--- config.mk ---
export PLATFORM = sky130hd
export DESIGN_NAME = audio_serial_tx
export DESIGN_NICKNAME = d
export VERILOG_FILES = /design/src/rtl/audio_serial_tx_pkg.sv /design/src/rtl/serial_bit_timer.sv /design/src/rtl/audio_serial_tx.sv
export SDC_FILE = /design/constraint.sdc
export NUM_CORES = 1
export LEC_CHECK = 0
export CORE_UTILIZATION = 40
export DETAILED_ROUTE_END_ITERATION = 10
export PLACE_DENSITY = 0.67
export SLEW_MARGIN = 15
export SYNTH_ARGS = -nofsm -noshare
export SYNTH_HDL_FRONTEND = slang
export SYNTH_SLANG_ARGS = --single-unit
--- constraint.sdc ---
create_clock -name i_clk -period 3.8 [get_ports i_clk]
set_input_delay 0.57 -clock i_clk [delete_from_list [all_inputs] [get_ports i_clk]]
set_output_delay 0.57 -clock i_clk [all_outputs]
set_load 0.02 [all_outputs]
--- src/rtl/audio_serial_tx_pkg.sv ---
// ============================================================================
// audio_serial_tx_pkg : shared sample format, slot format and FSM encodings
// Revision 1.0
// ============================================================================
`default_nettype none

package audio_serial_tx_pkg;

   // Sample format of the filter chain output, (21,20) signed
   localparam int c_NB_DATA  = 21;
   localparam int c_NBF_DATA = 20;

   // Slot format: left-justified, MSB aligned with the word-select edge
   localparam int   c_NB_SLOT     = 24;
   localparam int   c_CLK_DIV     = 4;
   localparam logic c_SLOT_PAD    = 1'b0;
   localparam logic c_LRCLK_LEFT  = 1'b0;
   localparam logic c_LRCLK_RIGHT = 1'b1;

   typedef enum logic [1:0] {
      ST_IDLE  = 2'd0,
      ST_LEFT  = 2'd1,
      ST_RIGHT = 2'd2
   } tx_state_t;

endpackage

`default_nettype wire

--- src/rtl/serial_bit_timer.sv ---
// ============================================================================
// serial_bit_timer : bit-clock divider, bit counter and slot-end strobe
// Revision 1.0
// ============================================================================
`default_nettype none

module serial_bit_timer
   import audio_serial_tx_pkg::*;
#(
   parameter int NB_SLOT = c_NB_SLOT,
   parameter int CLK_DIV = c_CLK_DIV,
   localparam int BIT_W  = (NB_SLOT > 1) ? $clog2(NB_SLOT) : 1
) (
   input  logic             i_clk,
   input  logic             i_rst,
   input  logic             i_run,
   output logic             o_sclk,
   output logic [BIT_W-1:0] o_bit_cnt,
   output logic             o_bit_start,
   output logic             o_slot_end
);

   localparam int DIV_W = $clog2(2 * CLK_DIV);
   localparam logic [DIV_W-1:0] c_DIV_LAST = DIV_W'(2 * CLK_DIV - 1);
   localparam logic [DIV_W-1:0] c_DIV_HIGH = DIV_W'(CLK_DIV);
   localparam logic [BIT_W-1:0] c_BIT_LAST = BIT_W'(NB_SLOT - 1);

   logic [DIV_W-1:0] r_div_cnt;
   logic             w_bit_tick;

   assign w_bit_tick  = i_run && (r_div_cnt == c_DIV_LAST);
   assign o_slot_end  = w_bit_tick && (o_bit_cnt == c_BIT_LAST);
   assign o_bit_start = i_run && (r_div_cnt == '0);

   // Counters hold at zero while stopped so the first bit starts on a falling edge
   always_ff @(posedge i_clk or posedge i_rst) begin
      if (i_rst) begin
         r_div_cnt <= '0;
         o_bit_cnt <= '0;
         o_sclk    <= 1'b0;
      end else if (!i_run) begin
         r_div_cnt <= '0;
         o_bit_cnt <= '0;
         o_sclk    <= 1'b0;
      end else begin
         o_sclk <= (r_div_cnt >= c_DIV_HIGH);
         if (w_bit_tick) begin
            r_div_cnt <= '0;
            o_bit_cnt <= (o_bit_cnt == c_BIT_LAST) ? '0 : o_bit_cnt + BIT_W'(1);
         end else begin
            r_div_cnt <= r_div_cnt + DIV_W'(1);
         end
      end
   end

endmodule

`default_nettype wire

--- src/rtl/audio_serial_tx.sv ---
// ============================================================================
// audio_serial_tx : mono sample serializer to a left-justified L/R DAC stream
// Revision 1.0
// ============================================================================
`default_nettype none

module audio_serial_tx
   import audio_serial_tx_pkg::*;
#(
   parameter int NB_DATA  = c_NB_DATA,
   parameter int NBF_DATA = c_NBF_DATA,
   parameter int NB_SLOT  = c_NB_SLOT,
   parameter int CLK_DIV  = c_CLK_DIV
) (
   input  logic               i_clk,
   input  logic               i_rst,
   input  logic [NB_DATA-1:0] i_data,
   input  logic               i_valid,
   output logic               o_ready,
   output logic               o_sclk,
   output logic               o_lrclk,
   output logic               o_sdata,
   output logic               o_underrun
);

   localparam int BIT_W = (NB_SLOT > 1) ? $clog2(NB_SLOT) : 1;
   localparam logic [BIT_W-1:0] c_BIT_LAST = BIT_W'(NB_SLOT - 1);

   generate
      if ((NB_SLOT < NB_DATA) || (CLK_DIV < 1) || (NBF_DATA >= NB_DATA)) begin : g_bad_params
         $error("audio_serial_tx: inconsistent NB_DATA/NBF_DATA/NB_SLOT/CLK_DIV");
      end
   endgenerate

   tx_state_t          r_state;
   logic [NB_DATA-1:0] r_hold;
   logic [NB_DATA-1:0] r_frame_sample;
   logic               w_hold_full;
   logic               w_run;
   logic [BIT_W-1:0]   w_bit_cnt;
   logic [BIT_W-1:0]   w_bit_idx;
   logic               w_bit_start;
   logic               w_slot_end;
   logic [NB_SLOT-1:0] w_slot_word;
   logic               w_slot_bit;

   // o_ready doubles as the holding-register empty flag
   assign w_hold_full = !o_ready;
   assign w_run       = (r_state != ST_IDLE);

   serial_bit_timer #(
      .NB_SLOT (NB_SLOT),
      .CLK_DIV (CLK_DIV)
   ) u_bit_timer (
      .i_clk       (i_clk),
      .i_rst       (i_rst),
      .i_run       (w_run),
      .o_sclk      (o_sclk),
      .o_bit_cnt   (w_bit_cnt),
      .o_bit_start (w_bit_start),
      .o_slot_end  (w_slot_end)
   );

   always_comb begin
      w_slot_word = {NB_SLOT{c_SLOT_PAD}};
      w_slot_word[NB_SLOT-1 -: NB_DATA] = r_frame_sample;
   end

   assign w_bit_idx  = c_BIT_LAST - w_bit_cnt;
   assign w_slot_bit = w_slot_word[w_bit_idx];

   always_ff @(posedge i_clk or posedge i_rst) begin
      if (i_rst) begin
         r_state        <= ST_IDLE;
         r_hold         <= '0;
         r_frame_sample <= '0;
         o_ready        <= 1'b1;
         o_lrclk        <= c_LRCLK_LEFT;
         o_sdata        <= 1'b0;
         o_underrun     <= 1'b0;
      end else begin
         o_underrun <= 1'b0;

         if (i_valid && o_ready) begin
            r_hold  <= i_data;
            o_ready <= 1'b0;
         end

         case (r_state)
            ST_IDLE: begin
               o_lrclk <= c_LRCLK_LEFT;
               o_sdata <= 1'b0;
               if (w_hold_full) begin
                  r_frame_sample <= r_hold;
                  o_ready        <= 1'b1;
                  r_state        <= ST_LEFT;
               end
            end

            ST_LEFT: begin
               if (w_bit_start) begin
                  o_lrclk <= c_LRCLK_LEFT;
                  o_sdata <= w_slot_bit;
               end
               if (w_slot_end) begin
                  r_state <= ST_RIGHT;
               end
            end

            ST_RIGHT: begin
               if (w_bit_start) begin
                  o_lrclk <= c_LRCLK_RIGHT;
                  o_sdata <= w_slot_bit;
               end
               // Frame boundary: an empty holding register sends a silent frame
               if (w_slot_end) begin
                  r_state <= ST_LEFT;
                  if (w_hold_full) begin
                     r_frame_sample <= r_hold;
                     o_ready        <= 1'b1;
                  end else begin
                     r_frame_sample <= '0;
                     o_underrun     <= 1'b1;
                  end
               end
            end

            default: begin
               r_state <= ST_IDLE;
            end
         endcase
      end
   end

endmodule

`default_nettype wire

==> flow_results.xml, run 1 <==
<?xml version="1.0" encoding="UTF-8"?>
<metrics>
  <group name="run_status">
    <metric name="status" unit="">finished with violations</metric>
    <metric name="failing_checks" unit="">DRC</metric>
  </group>
  <group name="routing">
    <metric name="vias_per_cell" unit="">4.96</metric>
    <metric name="antenna_left" unit="">0</metric>
    <metric name="met2WireLength" unit="mm">2.04</metric>
    <metric name="met3_wirelength" unit="µm">255</metric>
    <metric name="routedWlPerCell" unit="µm">12.5</metric>
    <metric name="drt_drc_violations_left" unit="">3</metric>
    <metric name="highest_layer" unit="">met4</metric>
    <metric name="drt_first_iter_violations" unit="">132</metric>
    <metric name="wirelength" unit="mm">4.40</metric>
    <metric name="wirelength_met1" unit="mm">2.01</metric>
    <metric name="detail_route.first_pass.iterations" unit="">7</metric>
    <metric name="num_vias" unit="">1746</metric>
  </group>
  <group name="cts">
    <metric name="cts-buffers-inserted" unit="">9</metric>
    <metric name="post_cts_buffers" unit="">0</metric>
    <metric name="cts.root.buffer_cell" unit="">sky130_fd_sc_hd__clkbuf_8</metric>
    <metric name="number_of_levels_in_the_clock_h_tree" unit="">3</metric>
    <metric name="clock_path_buffers" unit="">2</metric>
    <metric name="path_clk_slew" unit="ns">0.06</metric>
    <metric name="cts.sink_count" unit="">57</metric>
    <metric name="tritoncts" unit="">done</metric>
    <metric name="cts_resized" unit="">0</metric>
    <metric name="hold_buffers" unit="">0</metric>
    <metric name="clk-insertion-delay-late" unit="ns">0.34</metric>
  </group>
  <group name="worst_setup_path">
    <metric name="timing.reg2reg.worst_path_depth" unit="">5</metric>
    <metric name="crit_start" unit="">u_bit_timer.o_bit_cnt[1]</metric>
    <metric name="worst_setup_path_start_kind" unit="">flop</metric>
    <metric name="timing.critical_path.to_type" unit="">flop</metric>
    <metric name="cp.arrival" unit="ns">2.46</metric>
    <metric name="reg2reg_setup_slack" unit="ns">1.54</metric>
    <metric name="r2r-start" unit="">u_bit_timer.o_bit_cnt[1]</metric>
    <metric name="critical_path_buffer_and_inverter_count" unit="">0</metric>
    <metric name="crit-reg2reg-capture" unit="">r_frame_sample[15]</metric>
    <metric name="timing.critical_path.max_delay_family" unit="">flip-flops</metric>
    <metric name="cpMaxStageDelayCell" unit="">sky130_fd_sc_hd__dfrtp_1</metric>
    <metric name="cp.required" unit="ns">4.00</metric>
    <metric name="critical_path.max_fanout" unit="">21</metric>
    <metric name="worst-setup-path-type" unit="">flop to flop</metric>
    <metric name="crit_chain" unit="">ha_1 &gt; nand2_1 &gt; or3_1 &gt; a211o_4 &gt; mux2i_1</metric>
    <metric name="cpPeakStageDelay" unit="ns">0.57</metric>
  </group>
  <group name="grt">
    <metric name="first_global_vias" unit="">1819</metric>
    <metric name="grtUsageTotal" unit="">0.144</metric>
    <metric name="grt_first_pass_wirelength" unit="mm">7.88</metric>
    <metric name="grt_remaining_overflow" unit="">0</metric>
    <metric name="antenna_violations_before_repair" unit="">0</metric>
    <metric name="grt_start_max_net_pins" unit="">40</metric>
  </group>
  <group name="logic_synthesis">
    <metric name="synth_top_family_by_area" unit="">multiplexers</metric>
    <metric name="synth_fa_ha_area_frac" unit="">0.0455</metric>
    <metric name="muxShareOfSynthArea" unit="">0.213</metric>
    <metric name="syn_nets" unit="">277</metric>
    <metric name="yosysWarnings" unit="">0</metric>
    <metric name="post_synth_inst_count" unit="">243</metric>
    <metric name="synth-simple-area-share" unit="">0.0934</metric>
    <metric name="parity_gate_share_of_the_synthesized_area_counting_xor_and_xnor_cells" unit="">0.00319</metric>
    <metric name="synth_cell_type_count" unit="">35</metric>
    <metric name="synth.ff_latch_count" unit="">57</metric>
    <metric name="syn_area" unit="µm²">2750</metric>
    <metric name="synth-seq-area-share" unit="">0.520</metric>
    <metric name="synth_compound_gate_area_share" unit="">0.0583</metric>
    <metric name="avgSynthCellArea" unit="µm²">11.3</metric>
  </group>
  <group name="sta">
    <metric name="final-hold-violation-count" unit="">0</metric>
    <metric name="clock_skew" unit="ns">0.00652</metric>
    <metric name="setup_total_negative_slack" unit="ns">0</metric>
    <metric name="timing_max_transition_violations_final" unit="">0</metric>
    <metric name="worst_slew_margin_rel" unit="">0.386</metric>
    <metric name="maxClockFrequency" unit="GHz">0.443</metric>
    <metric name="setup_repair_after_global_routing_missed_its_margin" unit="">no</metric>
    <metric name="worst_slew_pin_slew" unit="ns">0.919</metric>
    <metric name="final_min_period_over_clock_period" unit="">0.595</metric>
    <metric name="post_layout_minimum_cycle_time" unit="ns">2.26</metric>
    <metric name="report.final.setup_viol" unit="">0</metric>
  </group>
  <group name="final_layout">
    <metric name="area_delta_synth_final" unit="%">18.0</metric>
    <metric name="antenna-diode-count" unit="">0</metric>
    <metric name="design.final.nets" unit="">304</metric>
    <metric name="fillerInstances" unit="">585</metric>
    <metric name="post_route_cells_drive_above_1_share" unit="">0.175</metric>
  </group>
  <group name="hold_path">
    <metric name="whs_path_depth" unit="">1</metric>
    <metric name="hold_path_class" unit="">flop to flop</metric>
    <metric name="worstHoldEndpoint" unit="">u_bit_timer.r_div_cnt[0]</metric>
    <metric name="hold_path_startpoint" unit="">u_bit_timer.r_div_cnt[0]</metric>
  </group>
  <group name="die">
    <metric name="design.die.area" unit="µm²">7200</metric>
    <metric name="die_x" unit="µm">84.9</metric>
    <metric name="std_cell_rows" unit="">29</metric>
    <metric name="ioPinCount" unit="">29</metric>
    <metric name="die-height" unit="µm">84.9</metric>
    <metric name="initial_utilization" unit="">0.423</metric>
    <metric name="design.core.area" unit="µm²">6490</metric>
  </group>
  <group name="place">
    <metric name="post-dp-hpwl" unit="mm">2.94</metric>
    <metric name="port_buffers" unit="">28</metric>
    <metric name="gp_congestion" unit="">0.815</metric>
  </group>
  <group name="run">
    <metric name="drv.max_cap_violation_count" unit="">0</metric>
  </group>
  <group name="pwr">
    <metric name="max-vdd-ir-drop" unit="mV">0.348</metric>
    <metric name="leakage" unit="nW">1.58</metric>
    <metric name="power.density_cell_area" unit="nW/µm²">689</metric>
    <metric name="post-layout-total-power" unit="mW">2.23</metric>
  </group>
</metrics>
==> cell families (layout without fill, tap and decap cells) <==
logic type,Yosys count,count (layout)
flops,57,57
buf+inv,43,75
mux,52,52
simple gates,57,57
fa+ha+maj,10,10
compound gates,23,23
xor+xnor,1,1
==> layer usage <==
layer / vias up / global-route usage
li1: 859 / -
met1: 833 / 0.163
met2: 40 / 0.232
met3: 14 / 0.0545
met4: 0 / 0.0909
met5: - / 0
==> worst max-delay path by stage <==
stage,endpoint,cells after the start
floorplan,r_frame_sample[0],9
finish,r_frame_sample[15],5
detailed placement,r_hold[1],3
global route,r_frame_sample[5],5
CTS,r_frame_sample[15],5
global placement,r_hold[18],3
==> cells in the mapped netlist <==
cell type / number / area [µm²]
sky130_fd_sc_hd__o211ai_1: 1 / 7.51
sky130_fd_sc_hd__nand2_1: 31 / 116
sky130_fd_sc_hd__dfrtp_1: 56 / 1400
sky130_fd_sc_hd__o21bai_1: 2 / 15.0
sky130_fd_sc_hd__a22oi_1: 1 / 7.51
sky130_fd_sc_hd__a211oi_1: 3 / 22.5
sky130_fd_sc_hd__dfstp_2: 1 / 26.3
sky130_fd_sc_hd__buf_2: 3 / 15.0
sky130_fd_sc_hd__mux2i_1: 27 / 270
sky130_fd_sc_hd__a31oi_1: 1 / 6.26
sky130_fd_sc_hd__nand3_1: 2 / 10.0
sky130_fd_sc_hd__clkbuf_1: 7 / 26.3
sky130_fd_sc_hd__buf_4: 1 / 7.51
sky130_fd_sc_hd__a31o_2: 1 / 8.76
sky130_fd_sc_hd__ha_1: 10 / 125
sky130_fd_sc_hd__nor3_1: 2 / 10.0
sky130_fd_sc_hd__o21a_1: 1 / 7.51
sky130_fd_sc_hd__buf_6: 2 / 22.5
sky130_fd_sc_hd__a311oi_1: 1 / 8.76
sky130_fd_sc_hd__o21ai_0: 2 / 10.0
sky130_fd_sc_hd__a221oi_1: 1 / 8.76
sky130_fd_sc_hd__nand2_4: 1 / 11.3
sky130_fd_sc_hd__a21oi_1: 8 / 40.0
sky130_fd_sc_hd__nor2b_1: 4 / 25.0
sky130_fd_sc_hd__nor2_1: 10 / 37.5
sky130_fd_sc_hd__or3_1: 1 / 6.26
sky130_fd_sc_hd__mux4_2: 3 / 67.6
sky130_fd_sc_hd__or2_2: 1 / 6.26
sky130_fd_sc_hd__a211o_4: 1 / 17.5
sky130_fd_sc_hd__inv_1: 30 / 113
sky130_fd_sc_hd__mux2_2: 22 / 248
sky130_fd_sc_hd__nand2b_1: 2 / 12.5
sky130_fd_sc_hd__xor2_1: 1 / 8.76
sky130_fd_sc_hd__nor3b_1: 2 / 15.0
sky130_fd_sc_hd__nor4_1: 1 / 6.26
==> sequential cells by signal (all words and copies together) (netlist names) <==
| name | cells |
|---|---|
| o_lrclk | 1 |
| r_hold | 21 |
| r_state | 2 |
| r_frame_sample | 21 |
| u_bit_timer.o_bit_cnt | 5 |
| o_sdata | 1 |
| u_bit_timer.o_sclk | 1 |
| o_ready | 1 |
| u_bit_timer.r_div_cnt | 3 |
| o_underrun | 1 |
==> layout by cell type (no fill, tap or decap), types with 2 or more instances in the layout <==
cell type,netlist,routed
sky130_fd_sc_hd__dfrtp_1,56,56
sky130_fd_sc_hd__nand2_1,31,31
sky130_fd_sc_hd__inv_1,30,29
sky130_fd_sc_hd__clkdlybuf4s50_1,0,28
sky130_fd_sc_hd__mux2i_1,27,27
sky130_fd_sc_hd__mux2_2,22,22
sky130_fd_sc_hd__clkbuf_8,0,11
sky130_fd_sc_hd__nor2_1,10,10
sky130_fd_sc_hd__ha_1,10,10
sky130_fd_sc_hd__a21oi_1,8,8
sky130_fd_sc_hd__nor2b_1,4,4
sky130_fd_sc_hd__a211oi_1,3,3
sky130_fd_sc_hd__mux4_2,3,3
sky130_fd_sc_hd__clkinv_2,0,3
sky130_fd_sc_hd__nand3_1,2,2
sky130_fd_sc_hd__nor3_1,2,2
sky130_fd_sc_hd__o21ai_0,2,2
sky130_fd_sc_hd__o21bai_1,2,2
sky130_fd_sc_hd__nor3b_1,2,2
sky130_fd_sc_hd__nand2b_1,2,2
sky130_fd_sc_hd__clkinvlp_4,0,2
==> power breakdown <==
| group | internal (mW) | switching (mW) |
|---|---|---|
| clock network | 0.268 | 0.239 |
| logic | 0.394 | 0.342 |
| registers | 0.865 | 0.128 |
| total | 1.53 | 0.709 |
==> metrics by stage <==
step	setup WS [ns]	hold WS [ns]	util	area (µm²)	cells
3_3_place_gp	1.53	0.464	0.471	3060	336
3_5_place_dp	1.51	0.477	0.471	3060	336
4_1_cts	1.53	0.485	0.499	3240	352
2_1_floorplan	1.81	0.440	-	2750	243
5_1_grt	1.37	0.506	0.499	3240	352
6_report	1.54	0.477	0.499	3240	352
==> final cells by class <==
| type | count | area, µm² | share of cell area |
|---|---|---|---|
| clock buffer | 11 | 151 | 0.0467 |
| multi-input combinational | 143 | 1140 | 0.350 |
| tap | 77 | 96.3 | 0.0297 |
| inverter | 30 | 113 | 0.0347 |
| timing repair buffer | 29 | 288 | 0.0888 |
| sequential | 57 | 1430 | 0.440 |
| clock inverter | 5 | 30.0 | 0.00926 |
Note: power is estimated with default switching activity, not from simulation.
==> run 2: changes to the inputs <==
--- a/config.mk
+++ b/config.mk
@@ -7,7 +7,7 @@
 export LEC_CHECK = 0
 export CORE_UTILIZATION = 40
 export DETAILED_ROUTE_END_ITERATION = 10
-export PLACE_DENSITY = 0.67
+export PLACE_DENSITY = 0.69
 export SLEW_MARGIN = 15
 export SYNTH_ARGS = -nofsm -noshare
 export SYNTH_HDL_FRONTEND = slang
==> constraint.sdc (replaced) <==
create_clock -name i_clk -period 2 [get_ports i_clk]
set_input_delay 0.3 -clock i_clk [delete_from_list [all_inputs] [get_ports i_clk]]
set_output_delay 0.3 -clock i_clk [all_outputs]
set_load 0.02 [all_outputs]
==> run 2 against run 1 <==
Net effect: the flow now finishes without violations; sequential share of layout area down 2.7 points; maximum frequency up 18%; cell area up 6.5%; core utilization up 3.2 points; worst setup slack worse by 1.5 ns; die area unchanged; non-clock buffer count up 14; sequential power up 90%; largest power group unchanged.
==> flow_results.xml, run 2 (synthesized netlist as in run 1, its figures left out) <==
<?xml version="1.0" encoding="UTF-8"?>
<metrics>
  <group name="run_status">
    <metric name="status" unit="">completed</metric>
  </group>
  <group name="worst_setup_path">
    <metric name="cp.required" unit="ns">2.21</metric>
    <metric name="timing.critical_path.to_type" unit="">flop</metric>
    <metric name="worst_setup_path_start_kind" unit="">flop</metric>
    <metric name="r2r-start" unit="">u_bit_timer.r_div_cnt[0]</metric>
    <metric name="timing.reg2reg.worst_path_depth" unit="">6</metric>
    <metric name="cp.arrival" unit="ns">2.12</metric>
    <metric name="number_of_cells_on_the_critical_path" unit="">6</metric>
    <metric name="crit_top_cell" unit="">sky130_fd_sc_hd__ha_1</metric>
    <metric name="timing.critical_path.max_delay_family" unit="">simple AND/OR/NAND/NOR gates</metric>
    <metric name="critical_path.max_fanout" unit="">5</metric>
    <metric name="cpPeakStageDelay" unit="ns">0.44</metric>
    <metric name="worst-setup-path-type" unit="">flop to flop</metric>
    <metric name="critical_path_buffer_and_inverter_count" unit="">0</metric>
    <metric name="cpMaxStageDelayCell" unit="">sky130_fd_sc_hd__a211o_2</metric>
    <metric name="crit-reg2reg-capture" unit="">r_frame_sample[5]</metric>
    <metric name="endpoint" unit="">r_frame_sample[5]</metric>
    <metric name="reg2reg_setup_slack" unit="ns">0.09</metric>
    <metric name="crit_chain" unit="">ha_1 &gt; ha_1 &gt; nand2_4 &gt; or3_4 &gt; a211o_2 &gt; mux2i_1</metric>
    <metric name="crit_start" unit="">u_bit_timer.r_div_cnt[0]</metric>
  </group>
  <group name="routing">
    <metric name="antenna_left" unit="">0</metric>
    <metric name="num_vias" unit="">1859</metric>
    <metric name="detail_route.first_pass.iterations" unit="">6</metric>
    <metric name="drt_first_iter_violations" unit="">96</metric>
    <metric name="routedWlPerCell" unit="µm">14.0</metric>
    <metric name="drt_drc_violations_left" unit="">0</metric>
    <metric name="vias_per_cell" unit="">5.04</metric>
    <metric name="wirelength" unit="mm">5.18</metric>
  </group>
  <group name="grt">
    <metric name="grt_remaining_overflow" unit="">0</metric>
    <metric name="first_global_vias" unit="">1830</metric>
    <metric name="grt_first_pass_wirelength" unit="mm">8.51</metric>
    <metric name="grt_start_max_net_pins" unit="">32</metric>
    <metric name="antenna_violations_before_repair" unit="">0</metric>
    <metric name="grtUsageTotal" unit="">0.153</metric>
  </group>
  <group name="place">
    <metric name="port_buffers" unit="">28</metric>
    <metric name="gp_congestion" unit="">0.750</metric>
    <metric name="post-dp-hpwl" unit="mm">3.25</metric>
  </group>
  <group name="cts">
    <metric name="number_of_levels_in_the_clock_h_tree" unit="">3</metric>
    <metric name="cts-buffers-inserted" unit="">9</metric>
    <metric name="clk-insertion-delay-late" unit="ns">0.33</metric>
    <metric name="hold_buffers" unit="">0</metric>
    <metric name="cts_resized" unit="">0</metric>
    <metric name="cts.root.buffer_cell" unit="">sky130_fd_sc_hd__clkbuf_8</metric>
    <metric name="clock_path_buffers" unit="">2</metric>
    <metric name="tritoncts" unit="">done</metric>
    <metric name="path_clk_slew" unit="ns">0.07</metric>
    <metric name="cts.sink_count" unit="">57</metric>
    <metric name="post_cts_buffers" unit="">0</metric>
  </group>
  <group name="sta">
    <metric name="worst_slew_margin_rel" unit="">0.687</metric>
    <metric name="final-hold-violation-count" unit="">0</metric>
    <metric name="worst_slew_pin_slew" unit="ns">0.470</metric>
    <metric name="post_layout_minimum_cycle_time" unit="ns">1.91</metric>
    <metric name="clock_skew" unit="ns">0.00482</metric>
    <metric name="timing_max_transition_violations_final" unit="">0</metric>
    <metric name="final_min_period_over_clock_period" unit="">0.956</metric>
    <metric name="report.final.setup_viol" unit="">0</metric>
    <metric name="setup_total_negative_slack" unit="ns">0</metric>
    <metric name="setup_repair_after_global_routing_missed_its_margin" unit="">no</metric>
    <metric name="holdWs" unit="ns">0.253</metric>
    <metric name="maxClockFrequency" unit="GHz">0.523</metric>
  </group>
  <group name="hold_path">
    <metric name="hold_path_class" unit="">primary input to async pin</metric>
  </group>
  <group name="pwr">
    <metric name="post-layout-total-power" unit="mW">4.70</metric>
    <metric name="leakage" unit="nW">1.69</metric>
    <metric name="max-vdd-ir-drop" unit="mV">0.639</metric>
    <metric name="power.density_cell_area" unit="nW/µm²">1360</metric>
  </group>
  <group name="final_layout">
    <metric name="total_area_of_multi_input_combinational_cells" unit="µm²">1180</metric>
    <metric name="post_route_cells_drive_above_1_share" unit="">0.229</metric>
    <metric name="area_delta_synth_final" unit="%">25.6</metric>
    <metric name="area.sequential" unit="µm²">1430</metric>
    <metric name="largest_registers" unit="">r_frame_sample x21, r_hold x21, u_bit_timer.o_bit_cnt x5</metric>
    <metric name="fillerInstances" unit="">585</metric>
    <metric name="final_common_cell" unit="">sky130_fd_sc_hd__dfrtp_1</metric>
    <metric name="most-common-layout-cells" unit="">sky130_fd_sc_hd__dfrtp_1, sky130_fd_sc_hd__nand2_1, sky130_fd_sc_hd__inv_1</metric>
    <metric name="antenna-diode-count" unit="">0</metric>
    <metric name="design.final.nets" unit="">321</metric>
  </group>
  <group name="die">
    <metric name="initial_utilization" unit="">0.423</metric>
    <metric name="die_x" unit="µm">84.9</metric>
    <metric name="design.core.area" unit="µm²">6490</metric>
    <metric name="ioPinCount" unit="">29</metric>
    <metric name="die-height" unit="µm">84.9</metric>
    <metric name="std_cell_rows" unit="">29</metric>
    <metric name="design.die.area" unit="µm²">7200</metric>
  </group>
  <group name="run">
    <metric name="drv.max_cap_violation_count" unit="">0</metric>
  </group>
</metrics>
[run 2: area by class of cell]
type | count | share of cell area
sequential | 57 | 0.414
multi-input combinational | 146 | 0.342
timing repair buffer | 43 | 0.117
clock buffer | 11 | 0.0439
inverter | 30 | 0.0326
tap | 77 | 0.0279
clock inverter | 5 | 0.0225
[run 2: layer usage]
layer / routed length (µm) / GRT usage / part of all wire
met1: 2400 / 0.206 / 0.46
met2: 2520 / 0.234 / 0.49
met3: 207 / 0.0496 / 0.040
met4: 46 / 0.0570 / 0.0089
met5: 0 / 0 / 0
[run 2: per-stage QoR]
stage / area [µm²] / cells / setup WS (ns) / util
2_1_floorplan: 2750 / 243 / 0.0103 / -
3_3_place_gp: 3180 / 350 / 0.0660 / 0.489
5_1_grt: 3450 / 369 / 0.0135 / 0.531
4_1_cts: 3410 / 366 / 0.000191 / 0.525
6_report: 3450 / 369 / 0.0871 / 0.531
3_5_place_dp: 3180 / 350 / 0.0158 / 0.489
[run 2: power breakdown]
group | switching (mW) | internal [mW]
registers | 0.251 | 1.64
clock network | 0.464 | 0.765
logic | 0.744 | 0.837
[run 2: worst min-delay path by stage]
stage | from | end | slack (ns)
finish | i_rst | r_state[1] | 0.25
global route | i_rst | o_underrun | 0.26
CTS | i_rst | r_state[0] | 0.25
detailed placement | u_bit_timer.r_div_cnt[0] | u_bit_timer.r_div_cnt[0] | 0.46
global placement | u_bit_timer.r_div_cnt[0] | u_bit_timer.r_div_cnt[0] | 0.45
floorplan | i_valid | o_ready | 0.36
==> run 3: changes to the inputs <==
--- a/config.mk
+++ b/config.mk
@@ -5,9 +5,12 @@
 export SDC_FILE = /design/constraint.sdc
 export NUM_CORES = 1
 export LEC_CHECK = 0
+export CORE_ASPECT_RATIO = 1.1
 export CORE_UTILIZATION = 40
 export DETAILED_ROUTE_END_ITERATION = 10
+export HOLD_SLACK_MARGIN = 0.02
 export PLACE_DENSITY = 0.69
+export SETUP_SLACK_MARGIN = 0.02
 export SLEW_MARGIN = 15
 export SYNTH_ARGS = -nofsm -noshare
 export SYNTH_HDL_FRONTEND = slang
==> run 3 against run 2 <==
Net effect: flip-flop and latch count unchanged; register-to-register slack barely moved; largest cell class unchanged; worst hold slack improved by 0.074 ns; maximum frequency increased by 0.65%; global-route usage rose by 0.55 points; via count fell by 0.38%; non-clock buffer count shrank 2; total power fell by 7.7%; cell area fell by 2.2%; largest power group unchanged; critical endpoint is now r_frame_sample[3].
==> flow_results.xml, run 3 (synthesized netlist as in run 1, its figures left out) <==
<?xml version="1.0" encoding="UTF-8"?>
<metrics>
  <group name="routing">
    <metric name="routedWlPerCell" unit="µm">13.7</metric>
    <metric name="drt_first_iter_violations" unit="">81</metric>
    <metric name="wirelength" unit="mm">5.03</metric>
    <metric name="detail_route.first_pass.iterations" unit="">4</metric>
    <metric name="antenna_left" unit="">0</metric>
    <metric name="drt_drc_violations_left" unit="">0</metric>
    <metric name="num_vias" unit="">1852</metric>
    <metric name="vias_per_cell" unit="">5.03</metric>
  </group>
  <group name="final_layout">
    <metric name="area_delta_synth_final" unit="%">22.8</metric>
    <metric name="design.final.nets" unit="">318</metric>
    <metric name="antenna-diode-count" unit="">0</metric>
    <metric name="post_route_cells_drive_above_1_share" unit="">0.213</metric>
    <metric name="post_layout_inst_area" unit="µm²">3370</metric>
    <metric name="fillerInstances" unit="">619</metric>
    <metric name="final_common_cell" unit="">sky130_fd_sc_hd__dfrtp_1</metric>
    <metric name="most-common-layout-cells" unit="">sky130_fd_sc_hd__dfrtp_1, sky130_fd_sc_hd__nand2_1, sky130_fd_sc_hd__inv_1</metric>
    <metric name="total_area_of_multi_input_combinational_cells" unit="µm²">1180</metric>
    <metric name="fin_util" unit="">0.512</metric>
    <metric name="area.sequential" unit="µm²">1430</metric>
    <metric name="stdcell_count" unit="">368</metric>
    <metric name="largest_registers" unit="">r_frame_sample x21, r_hold x21, u_bit_timer.o_bit_cnt x5</metric>
  </group>
  <group name="grt">
    <metric name="grt_remaining_overflow" unit="">0</metric>
    <metric name="grt_start_max_net_pins" unit="">58</metric>
    <metric name="grtUsageTotal" unit="">0.159</metric>
    <metric name="first_global_vias" unit="">1860</metric>
    <metric name="antenna_violations_before_repair" unit="">0</metric>
    <metric name="grt_first_pass_wirelength" unit="mm">8.31</metric>
  </group>
  <group name="die">
    <metric name="design.die.area" unit="µm²">7200</metric>
    <metric name="die-height" unit="µm">88.9</metric>
    <metric name="design.core.area" unit="µm²">6590</metric>
    <metric name="ioPinCount" unit="">29</metric>
    <metric name="die_x" unit="µm">81.0</metric>
    <metric name="std_cell_rows" unit="">31</metric>
    <metric name="initial_utilization" unit="">0.417</metric>
  </group>
  <group name="cts">
    <metric name="post_cts_buffers" unit="">0</metric>
    <metric name="cts.sink_count" unit="">57</metric>
    <metric name="tritoncts" unit="">done</metric>
    <metric name="path_clk_slew" unit="ns">0.06</metric>
    <metric name="number_of_levels_in_the_clock_h_tree" unit="">3</metric>
    <metric name="hold_buffers" unit="">0</metric>
    <metric name="clk-insertion-delay-late" unit="ns">0.34</metric>
    <metric name="cts-buffers-inserted" unit="">9</metric>
    <metric name="cts.root.buffer_cell" unit="">sky130_fd_sc_hd__clkbuf_8</metric>
    <metric name="clock_path_buffers" unit="">2</metric>
  </group>
  <group name="hold_path">
    <metric name="hold_path_class" unit="">primary input to async pin</metric>
  </group>
  <group name="run_status">
    <metric name="status" unit="">completed</metric>
  </group>
  <group name="worst_setup_path">
    <metric name="worst-setup-path-type" unit="">flop to flop</metric>
    <metric name="critical_path_buffer_and_inverter_count" unit="">0</metric>
    <metric name="critical_path.max_fanout" unit="">10</metric>
    <metric name="reg2reg_setup_slack" unit="ns">0.1</metric>
    <metric name="crit_chain" unit="">ha_1 &gt; ha_1 &gt; nand2_4 &gt; or3_4 &gt; a211o_4 &gt; mux2i_1</metric>
    <metric name="cpPeakStageDelay" unit="ns">0.44</metric>
    <metric name="timing.critical_path.to_type" unit="">flop</metric>
    <metric name="crit-reg2reg-capture" unit="">r_frame_sample[3]</metric>
    <metric name="cp.required" unit="ns">2.21</metric>
    <metric name="cp.arrival" unit="ns">2.11</metric>
    <metric name="r2r-start" unit="">u_bit_timer.r_div_cnt[0]</metric>
    <metric name="crit_top_cell" unit="">sky130_fd_sc_hd__ha_1</metric>
    <metric name="timing.reg2reg.worst_path_depth" unit="">6</metric>
    <metric name="cpMaxStageDelayCell" unit="">sky130_fd_sc_hd__a211o_4</metric>
    <metric name="timing.critical_path.max_delay_family" unit="">simple AND/OR/NAND/NOR gates</metric>
    <metric name="worst_setup_path_start_kind" unit="">flop</metric>
  </group>
  <group name="pwr">
    <metric name="power.density_cell_area" unit="nW/µm²">1290</metric>
    <metric name="post-layout-total-power" unit="mW">4.34</metric>
    <metric name="max-vdd-ir-drop" unit="mV">0.686</metric>
    <metric name="leakage" unit="nW">1.65</metric>
  </group>
  <group name="place">
    <metric name="post-dp-hpwl" unit="mm">3.34</metric>
    <metric name="gp_congestion" unit="">0.717</metric>
    <metric name="port_buffers" unit="">28</metric>
    <metric name="pre_cts_ws" unit="ns">0.0359</metric>
    <metric name="dpl-instance-area" unit="µm²">3180</metric>
    <metric name="dpl.cell_count" unit="">353</metric>
  </group>
  <group name="sta">
    <metric name="worst_slew_margin_rel" unit="">0.706</metric>
    <metric name="final_min_period_over_clock_period" unit="">0.950</metric>
    <metric name="post_layout_minimum_cycle_time" unit="ns">1.90</metric>
    <metric name="setup_total_negative_slack" unit="ns">0</metric>
    <metric name="clock_skew" unit="ns">0.00785</metric>
    <metric name="setup_repair_after_global_routing_missed_its_margin" unit="">yes</metric>
    <metric name="worst_slew_pin_slew" unit="ns">0.440</metric>
    <metric name="report.final.setup_viol" unit="">0</metric>
    <metric name="final.setup.worst_slack" unit="ns">0.0994</metric>
    <metric name="timing_max_transition_violations_final" unit="">0</metric>
    <metric name="final-hold-violation-count" unit="">0</metric>
    <metric name="maxClockFrequency" unit="GHz">0.526</metric>
    <metric name="holdWs" unit="ns">0.327</metric>
  </group>
  <group name="run">
    <metric name="drv.max_cap_violation_count" unit="">0</metric>
  </group>
</metrics>
[run 3: metal layers]
| layer | global-route usage | vias up | wire [µm] |
|---|---|---|---|
| met1 | 0.181 | 924 | 2220 |
| li1 | - | 886 | - |
| met5 | 0 | - | 0 |
| met2 | 0.267 | 31 | 2500 |
| met4 | 0.107 | 0 | 145 |
| met3 | 0.0347 | 11 | 157 |
[run 3: how the worst max path moves through the flow]
| stage | to | start | depth (start not counted) |
|---|---|---|---|
| 2_1_floorplan | r_frame_sample[0] | u_bit_timer.r_div_cnt[0] | 9 |
| 5_1_grt | r_frame_sample[10] | u_bit_timer.r_div_cnt[0] | 6 |
| 4_1_cts | r_frame_sample[1] | u_bit_timer.r_div_cnt[0] | 6 |
| 6_report | r_frame_sample[3] | u_bit_timer.r_div_cnt[0] | 6 |
| 3_5_place_dp | r_frame_sample[10] | u_bit_timer.r_div_cnt[0] | 6 |
| 3_3_place_gp | r_frame_sample[18] | u_bit_timer.r_div_cnt[0] | 6 |
[run 3: layout make-up]
cell class,count,share of cell area
clock buffers,12,0.0430
clock inverters,1,0.00148
inverters,30,0.0334
multi-input cells,145,0.349
flip-flops and latches,57,0.423
well taps,82,0.0304
repair buffers,41,0.119
[run 3: timing repair]
action                                  in CTS  in global routing
endpoints found under the setup margin       1                 22
pin swaps                                    0                  2
cloned                                       0                  2
gates resized for setup                      0                  4
[run 3: power by group]
group | total [mW] | switching (mW) | internal (mW)
registers | 1.91 | 0.264 | 1.64
clock network | 0.873 | 0.413 | 0.460
logic | 1.56 | 0.729 | 0.832
total | 4.34 | 1.41 | 2.94
[run 3: tightest hold or removal path, delay by kind of cell]
kind,cells,cell delay [ns]
buf+inv,3,0.75
